<file path="config.mk">
export PLATFORM = sky130hd
export DESIGN_NAME = pipeline_hazard_unit
export DESIGN_NICKNAME = d
export VERILOG_FILES = /design/src/rtl/pipeline_hazard_unit.sv
export SDC_FILE = /design/constraint.sdc
export NUM_CORES = 1
export LEC_CHECK = 0
export BUFFER_PORTS_ARGS = -buffer_cell sky130_fd_sc_hd__buf_2
export CORE_MARGIN = 1
export CORE_UTILIZATION = 58
export CTS_CLUSTER_DIAMETER = 60
export DETAILED_ROUTE_END_ITERATION = 6
export PLACE_DENSITY_LB_ADDON = 0.08
export RECOVER_POWER = 25
export SLEW_MARGIN = 20
export SYNTH_ARGS = -nofsm -noshare
export SYNTH_HDL_FRONTEND = slang
export SYNTH_SLANG_ARGS = --single-unit
</file>
<file path="constraint.sdc">
create_clock -name clk -period 8.6 [get_ports clk]
set_input_delay 1.29 -clock clk [delete_from_list [all_inputs] [get_ports clk]]
set_output_delay 1.29 -clock clk [all_outputs]
set_load 0.03 [all_outputs]
</file>
<file path="src/rtl/pipeline_hazard_unit.sv">
// Hazard, forwarding and flush control for the in-order pipeline: tracks destination
// tags of the post-decode stages and derives forwarding selects, load-use stall and squash.
module pipeline_hazard_unit #(
    parameter int DEPTH     = 3,
    parameter int REGW      = 5,
    parameter int LOADSTAGE = 2,
    parameter int CNTW      = 32,
    parameter int SELW      = $clog2(DEPTH + 1)
) (
    input  logic            clk,
    input  logic            reset,
    input  logic            id_valid,
    input  logic [REGW-1:0] id_rs1,
    input  logic            id_rs1_used,
    input  logic [REGW-1:0] id_rs2,
    input  logic            id_rs2_used,
    input  logic [REGW-1:0] id_rd,
    input  logic            id_regwrite,
    input  logic            id_isload,
    input  logic            ex_redirect,
    output logic            issue,
    output logic            stall,
    output logic            flush,
    output logic [SELW-1:0] fwd1_sel,
    output logic [SELW-1:0] fwd2_sel,
    output logic [DEPTH-1:0] stage_valid,
    output logic [CNTW-1:0] stall_count,
    output logic [CNTW-1:0] flush_count
);

    logic [DEPTH-1:0] r_valid;
    logic [DEPTH-1:0] r_regwrite;
    logic [DEPTH-1:0] r_isload;
    logic [REGW-1:0]  r_rd [DEPTH];
    logic [CNTW-1:0]  r_stallCount;
    logic [CNTW-1:0]  r_flushCount;

    logic [DEPTH-1:0] w_match1;
    logic [DEPTH-1:0] w_match2;
    logic [SELW-1:0]  w_sel1;
    logic [SELW-1:0]  w_sel2;
    logic             w_hazard1;
    logic             w_hazard2;
    logic             w_stall;
    logic             w_flush;
    logic             w_issue;

    // Scan from oldest to youngest so the youngest matching producer overwrites the select.
    always_comb begin
        w_match1  = '0;
        w_match2  = '0;
        w_sel1    = '0;
        w_sel2    = '0;
        w_hazard1 = 1'b0;
        w_hazard2 = 1'b0;
        for (int k = DEPTH - 1; k >= 0; k--) begin
            w_match1[k] = id_valid && id_rs1_used && (id_rs1 != '0) &&
                          r_valid[k] && r_regwrite[k] && (r_rd[k] == id_rs1);
            w_match2[k] = id_valid && id_rs2_used && (id_rs2 != '0) &&
                          r_valid[k] && r_regwrite[k] && (r_rd[k] == id_rs2);
            if (w_match1[k]) begin
                w_sel1    = SELW'(k + 1);
                w_hazard1 = r_isload[k] && ((k + 1) < LOADSTAGE);
            end
            if (w_match2[k]) begin
                w_sel2    = SELW'(k + 1);
                w_hazard2 = r_isload[k] && ((k + 1) < LOADSTAGE);
            end
        end
    end

    assign w_flush = !reset && ex_redirect;
    assign w_stall = !reset && (w_hazard1 || w_hazard2) && !ex_redirect;
    assign w_issue = !reset && id_valid && !w_stall && !w_flush;

    assign issue       = w_issue;
    assign stall       = w_stall;
    assign flush       = w_flush;
    assign fwd1_sel    = reset ? '0 : w_sel1;
    assign fwd2_sel    = reset ? '0 : w_sel2;
    assign stage_valid = r_valid;
    assign stall_count = r_stallCount;
    assign flush_count = r_flushCount;

    // Stage 1 takes the decode tag only on issue; stalls and squashes inject a bubble.
    always_ff @(posedge clk or posedge reset) begin
        if (reset) begin
            r_valid    <= '0;
            r_regwrite <= '0;
            r_isload   <= '0;
            for (int k = 0; k < DEPTH; k++) begin
                r_rd[k] <= '0;
            end
        end else begin
            for (int k = DEPTH - 1; k >= 1; k--) begin
                r_valid[k]    <= r_valid[k-1];
                r_regwrite[k] <= r_regwrite[k-1];
                r_isload[k]   <= r_isload[k-1];
                r_rd[k]       <= r_rd[k-1];
            end
            r_valid[0]    <= w_issue;
            r_regwrite[0] <= w_issue && id_regwrite;
            r_isload[0]   <= w_issue && id_isload;
            r_rd[0]       <= w_issue ? id_rd : '0;
        end
    end

    // Performance counters stick at all-ones instead of wrapping.
    always_ff @(posedge clk or posedge reset) begin
        if (reset) begin
            r_stallCount <= '0;
            r_flushCount <= '0;
        end else begin
            if (w_stall && !(&r_stallCount)) begin
                r_stallCount <= r_stallCount + 1'b1;
            end
            if (w_flush && !(&r_flushCount)) begin
                r_flushCount <= r_flushCount + 1'b1;
            end
        end
    end

endmodule
</file>
==> results.toml, run 1 <==
[power]
combPwrFrac_pct = 11.3
total_power_uw = 835
p_leak_nw = 2.54
seq_power_share_pct = 53.0
p_per_area_mw_per_mm2 = 169
p_int_uw = 614
netSwitchingFraction_pct = 26.5
power_frac_clock_pct = 35.7
irDropWorstVdd_v = 0.000126
p_sw_uw = 222

[critical_path]
crit_path_max_fanout = 86
rr_worst_depth = 6
worstPathRequired_ps = 8030
crit_type = "primary input to asynchronous set/reset pin"
start_kind = "primary input"
critical_path_arrival_ps = 4650
end_kind = "asynchronous set/reset pin"

[final_layout]
drive_above_1_share_pct = 25.7
mostFrequentLayoutCells = "buf_2 (95), dfrtp_1 (86), xor2_1 (52)"
antenna-diode-count = 0
post-route-cell-area_mm2 = 0.00494
nNetsFinal = 504
syn_to_final_growth_pct = 18.4
mostFrequentLayoutCell = "buf_2"

[synth]
ys.warnings.count = 0
syn_area_mm2 = 0.00417
synth_area_per_cell_um2 = 11.1
synth_enable_flop_cells = 0
yosys_register_bits = 86
syn_inst = 377
ys_types = 41
synthFlopType = "dfrtp_1"
yosysSeqAreaShare_pct = 51.6
synthArstFlopShare_pct = 100
syn-num-nets = 402

[clock_network]
cts_tree = "done"
clock_path_buffers = 2
numClockSinks = 86
htreeDepth = 3
clkLatencyLatePin_ps = 340
clkTransAtPathRegs_ps = 80
post-cts-setup-buffers = 0
root_buffer = "clkbuf_8"
hold_buffers = 0
cts_resized = 0
cts_buffers = 9

[grt]
grt_pass1_wl_um = 14300
grt_pass1_vias = 2999
grt_usage_pct = 24.9
overflow = 0
use_met1_pct = 34.0
busiest_layer = "met2"
met2_usage_pct = 39.2
antenna_found_initial = 0
grt_max_degree = 87
use_met3_pct = 5.43

[die]
die_y_um = 86.8
start_util_pct = 60.7
die_area_mm2 = 0.00754
pin_count = 97
rows = 30
fp.dieW_um = 86.8
core_area_mm2 = 0.00687

[detailed_routing]
vias_per_cell = 5.49
drt_first_pass_iters = 4
wl_um = 8770
via_count = 3178
drt_iter0_markers = 208
drc = 0
wl_per_cell_um = 15.2
ant_nets = 0

[place]
gp_congestion = 1.01
portBuffers = 96
place_hpwl_um = 6430
post_dp_cell_area_mm2 = 0.00474

[timing]
whs_ps = 386
fin_crit_sh_pct = 60.7
hold_viol_final = 0
fin_crit_ps = 5220
rsz0062_at_grt = "false"
finalSetupViolCount = 0
clock.fmax_mhz = 191
worst_pin_slew_ps = 4370
drv_slew = 87
tns_ps = 0
maxSlewHeadroom_pct = -191
fin_skew_ps = 8.28

[run]
maxCapViolCount = 1

[min_path]
hp-class = "flop to flop"
hold_depth = 0

[status]
status = "finished with violations"
violations = "capacitance limit, slew limit"
==> cell usage after synthesis (all sizes together) (4+ instances only) <==
| cell | instances | share of area [%] |
|---|---|---|
| and2 | 7 | 1.0 |
| and3 | 12 | 2.0 |
| and4 | 8 | 1.7 |
| buf | 6 | 0.93 |
| dfrtp | 86 | 52 |
| inv | 4 | 0.42 |
| nand2 | 33 | 3.0 |
| nand3 | 23 | 2.9 |
| nand4 | 22 | 3.6 |
| nor2 | 27 | 2.4 |
| nor3 | 15 | 1.8 |
| nor4 | 13 | 2.6 |
| or3 | 6 | 0.90 |
| xnor2 | 40 | 8.4 |
| xor2 | 52 | 11 |
==> critical path, cell delays in order <==
cell and delay (ps):
clkbuf_1 150, clkinvlp_2 110, clkbuf_1 3060
==> sequential cells by signal, indices dropped and copies added (netlist names) <==
register / count
stage_valid: 3
r_rd: 15
stall_count: 32
r_isload: 1
r_regwrite: 3
flush_count: 32
==> power groups by stage <==
stage                     clock network (mW)  logic [mW]  registers [mW]
final                                  0.298      0.0947           0.443
after detailed placement                   0      0.0960           0.450
after global routing                   0.321       0.103           0.446
after global placement                     0      0.0950           0.449
after CTS                              0.303      0.0963           0.443
after floorplan                            0      0.0361           0.475
==> cell type report <==
| cell class | instances | area, µm² |
|---|---|---|
| sequential | 86 | 2150 |
| multi-input combinational | 281 | 1960 |
| fill | 524 | 1930 |
| timing repair buffer | 97 | 483 |
| clock buffer | 11 | 131 |
| tap | 96 | 120 |
| clock inverter | 4 | 72.6 |
| inverter | 4 | 18.8 |
==> cell families (layout without fill, tap and decap cells) <==
family	count (synthesis)	after routing	synth area share [%]
adders and majority gates	2	2	0.600
DFF	86	86	51.6
xor gates and xnor gates	92	92	19.3
buffers and inverters	10	116	1.35
and+or+nand+nor	175	175	24.2
muxes	2	2	0.540
AOI/OAI and AO/OA	10	10	2.43
==> metal layers <==
layer,wire length (µm),share of wire (%),up-vias
met4,117,1.3,0
met1,4030,46,1544
met3,414,4.7,12
met2,4210,48,93
met5,0,0,-
li1,-,-,1529
==> metrics by stage <==
step / setup WS [ps] / utilization, % / std cells
global route: 2380 / 71.9 / 579
CTS: 4060 / 72.0 / 579
detailed placement: 4070 / 69.0 / 564
finish: 3380 / 71.9 / 579
global placement: 4120 / 69.0 / 564
floorplan: 3480 / - / 377
==> worst paths after layout <==
check	start	endpoint	slack, ps
hold / removal	r_regwrite[0]	r_regwrite[1]	390
min in group asynchronous	reset	r_rd[8]	2810
hold reg to reg	r_regwrite[0]	r_regwrite[1]	390
setup / recovery	reset	stall_count[20]	3380
setup reg to reg	stall_count[11]	stall_count[1]	6140
max in group clk	id_rs1[0]	issue	4060
Note: power is estimated with default switching activity, not from simulation.
==> run 2, diff against run 1 <==
--- a/config.mk
+++ b/config.mk
@@ -7,7 +7,7 @@
 export LEC_CHECK = 0
 export BUFFER_PORTS_ARGS = -buffer_cell sky130_fd_sc_hd__buf_2
 export CORE_MARGIN = 1
-export CORE_UTILIZATION = 58
+export CORE_UTILIZATION = 54
 export CTS_CLUSTER_DIAMETER = 60
 export DETAILED_ROUTE_END_ITERATION = 6
 export PLACE_DENSITY_LB_ADDON = 0.08
==> constraint.sdc (replaced) <==
create_clock -name clk -period 5.2 [get_ports clk]
set_input_delay 0.78 -clock clk [delete_from_list [all_inputs] [get_ports clk]]
set_output_delay 0.78 -clock clk [all_outputs]
set_load 0.03 [all_outputs]
==> results.toml, run 2 (synthesis results as in run 1) <==
[place]
gp_congestion = 0.923
portBuffers = 96
place_hpwl_um = 6410
dp.cells = 567

[timing]
whs_ps = 383
rsz0062_at_grt = "false"
fin_skew_ps = 9.72
fin_crit_sh_pct = 67.9
maxSlewHeadroom_pct = 50.8
finalSetupViolCount = 0
hold_viol_final = 0
drv_slew = 0
tns_ps = 0
worst_pin_slew_ps = 738
fin_crit_ps = 3530
clock.fmax_mhz = 283

[clock_network]
clkTransAtPathRegs_ps = 80
htreeDepth = 3
cts_resized = 0
cts_buffers = 9
post-cts-setup-buffers = 0
clock_path_buffers = 2
cts_tree = "done"
hold_buffers = 0
clkLatencyLatePin_ps = 350
numClockSinks = 86
root_buffer = "clkbuf_8"

[detailed_routing]
wl_um = 8740
drc = 0
via_count = 3153
drt_first_pass_iters = 4
wl_per_cell_um = 15.0
vias_per_cell = 5.41
ant_nets = 0
drt_iter0_markers = 144

[critical_path]
crit_type = "primary input to output pin"
critical_path_arrival_ps = 2750
end_kind = "output pin"
worstPathRequired_ps = 4420
crit_path_max_fanout = 9
start_kind = "primary input"
rr_worst_depth = 5

[grt]
grt_pass1_wl_um = 14600
grt_usage_pct = 22.9
grt_max_degree = 87
overflow = 0
antenna_found_initial = 0
grt_pass1_vias = 2954

[status]
status = "completed"

[die]
start_util_pct = 56.6
rows = 31
pin_count = 97
die_area_mm2 = 0.00808
core_area_mm2 = 0.00737
fp.dieW_um = 89.9
die_y_um = 89.9

[final_layout]
drive_above_1_share_pct = 26.2
post-route-util_pct = 67.0
seq_area_mm2 = 0.00215
multiInputGateArea_mm2 = 0.00196
mostFrequentLayoutCells = "buf_2 (95), dfrtp_1 (86), xor2_1 (52)"
instances_no_fill = 583
syn_to_final_growth_pct = 18.3
mostFrequentLayoutCell = "buf_2"
antenna-diode-count = 0
num-fill-cells = 611
nNetsFinal = 504

[min_path]
hold_depth = 0
hp-class = "flop to flop"

[power]
irDropWorstVdd_v = 0.000194
p_per_area_mw_per_mm2 = 268
p_leak_nw = 2.54

[run]
maxCapViolCount = 0
==> run 2: cell type report <==
type                       instances  area share (%)
clock inverter                     4           0.634
sequential                        86            43.6
clock buffer                      12            3.14
timing repair buffer              97            9.94
tap                               99            2.51
inverter                           4           0.380
multi-input combinational        281            39.8
==> run 2: where the power goes <==
group	internal [mW]	switching, mW
Combinational	0.0519	0.107
Clock	0.201	0.234
Sequential	0.696	0.0352
Total	0.948	0.377
==> run 2: path summary, 6_finish.rpt <==
path                                startpoint               to  slack [ps]
worst max-delay path                 id_rs1[0]            issue        1670
worst min register to register   r_regwrite[0]    r_regwrite[1]         380
min in group asynchronous                reset  stall_count[25]         820
worst max register to register  stall_count[6]  stall_count[31]        2720
max in group asynchronous                reset  flush_count[19]        3900
worst min-delay path             r_regwrite[0]    r_regwrite[1]         380
==> run 2: routing by layer <==
layer | wire, µm | up-vias | share of wire (%) | global-route usage [%]
li1 | - | 1528 | - | -
met1 | 4150 | 1522 | 47 | 33.3
met2 | 4080 | 92 | 47 | 34.9
met3 | 384 | 11 | 4.4 | 3.47
met4 | 125 | 0 | 1.4 | 8.87
met5 | 0 | - | 0 | 0
==> run 2: worst max-delay path, cell delays in order <==
cell	delay, ps
buf_2	130
or3_1	370
o311a_1	350
and3_4	190
o211ai_4	280
and3_1	390
buf_2	260
==> run 2: stage by stage <==
| step | instance area [µm²] | setup slack (ps) | power, mW |
|---|---|---|---|
| 3_5_place_dp | 4750 | 1700 | 0.904 |
| 4_1_cts | 4930 | 1670 | 1.34 |
| 5_1_grt | 4930 | 1590 | 1.38 |
| 6_report | 4930 | 1670 | 1.32 |
| 2_1_floorplan | 4170 | 672 | 0.846 |
| 3_3_place_gp | 4750 | 1740 | 0.901 |
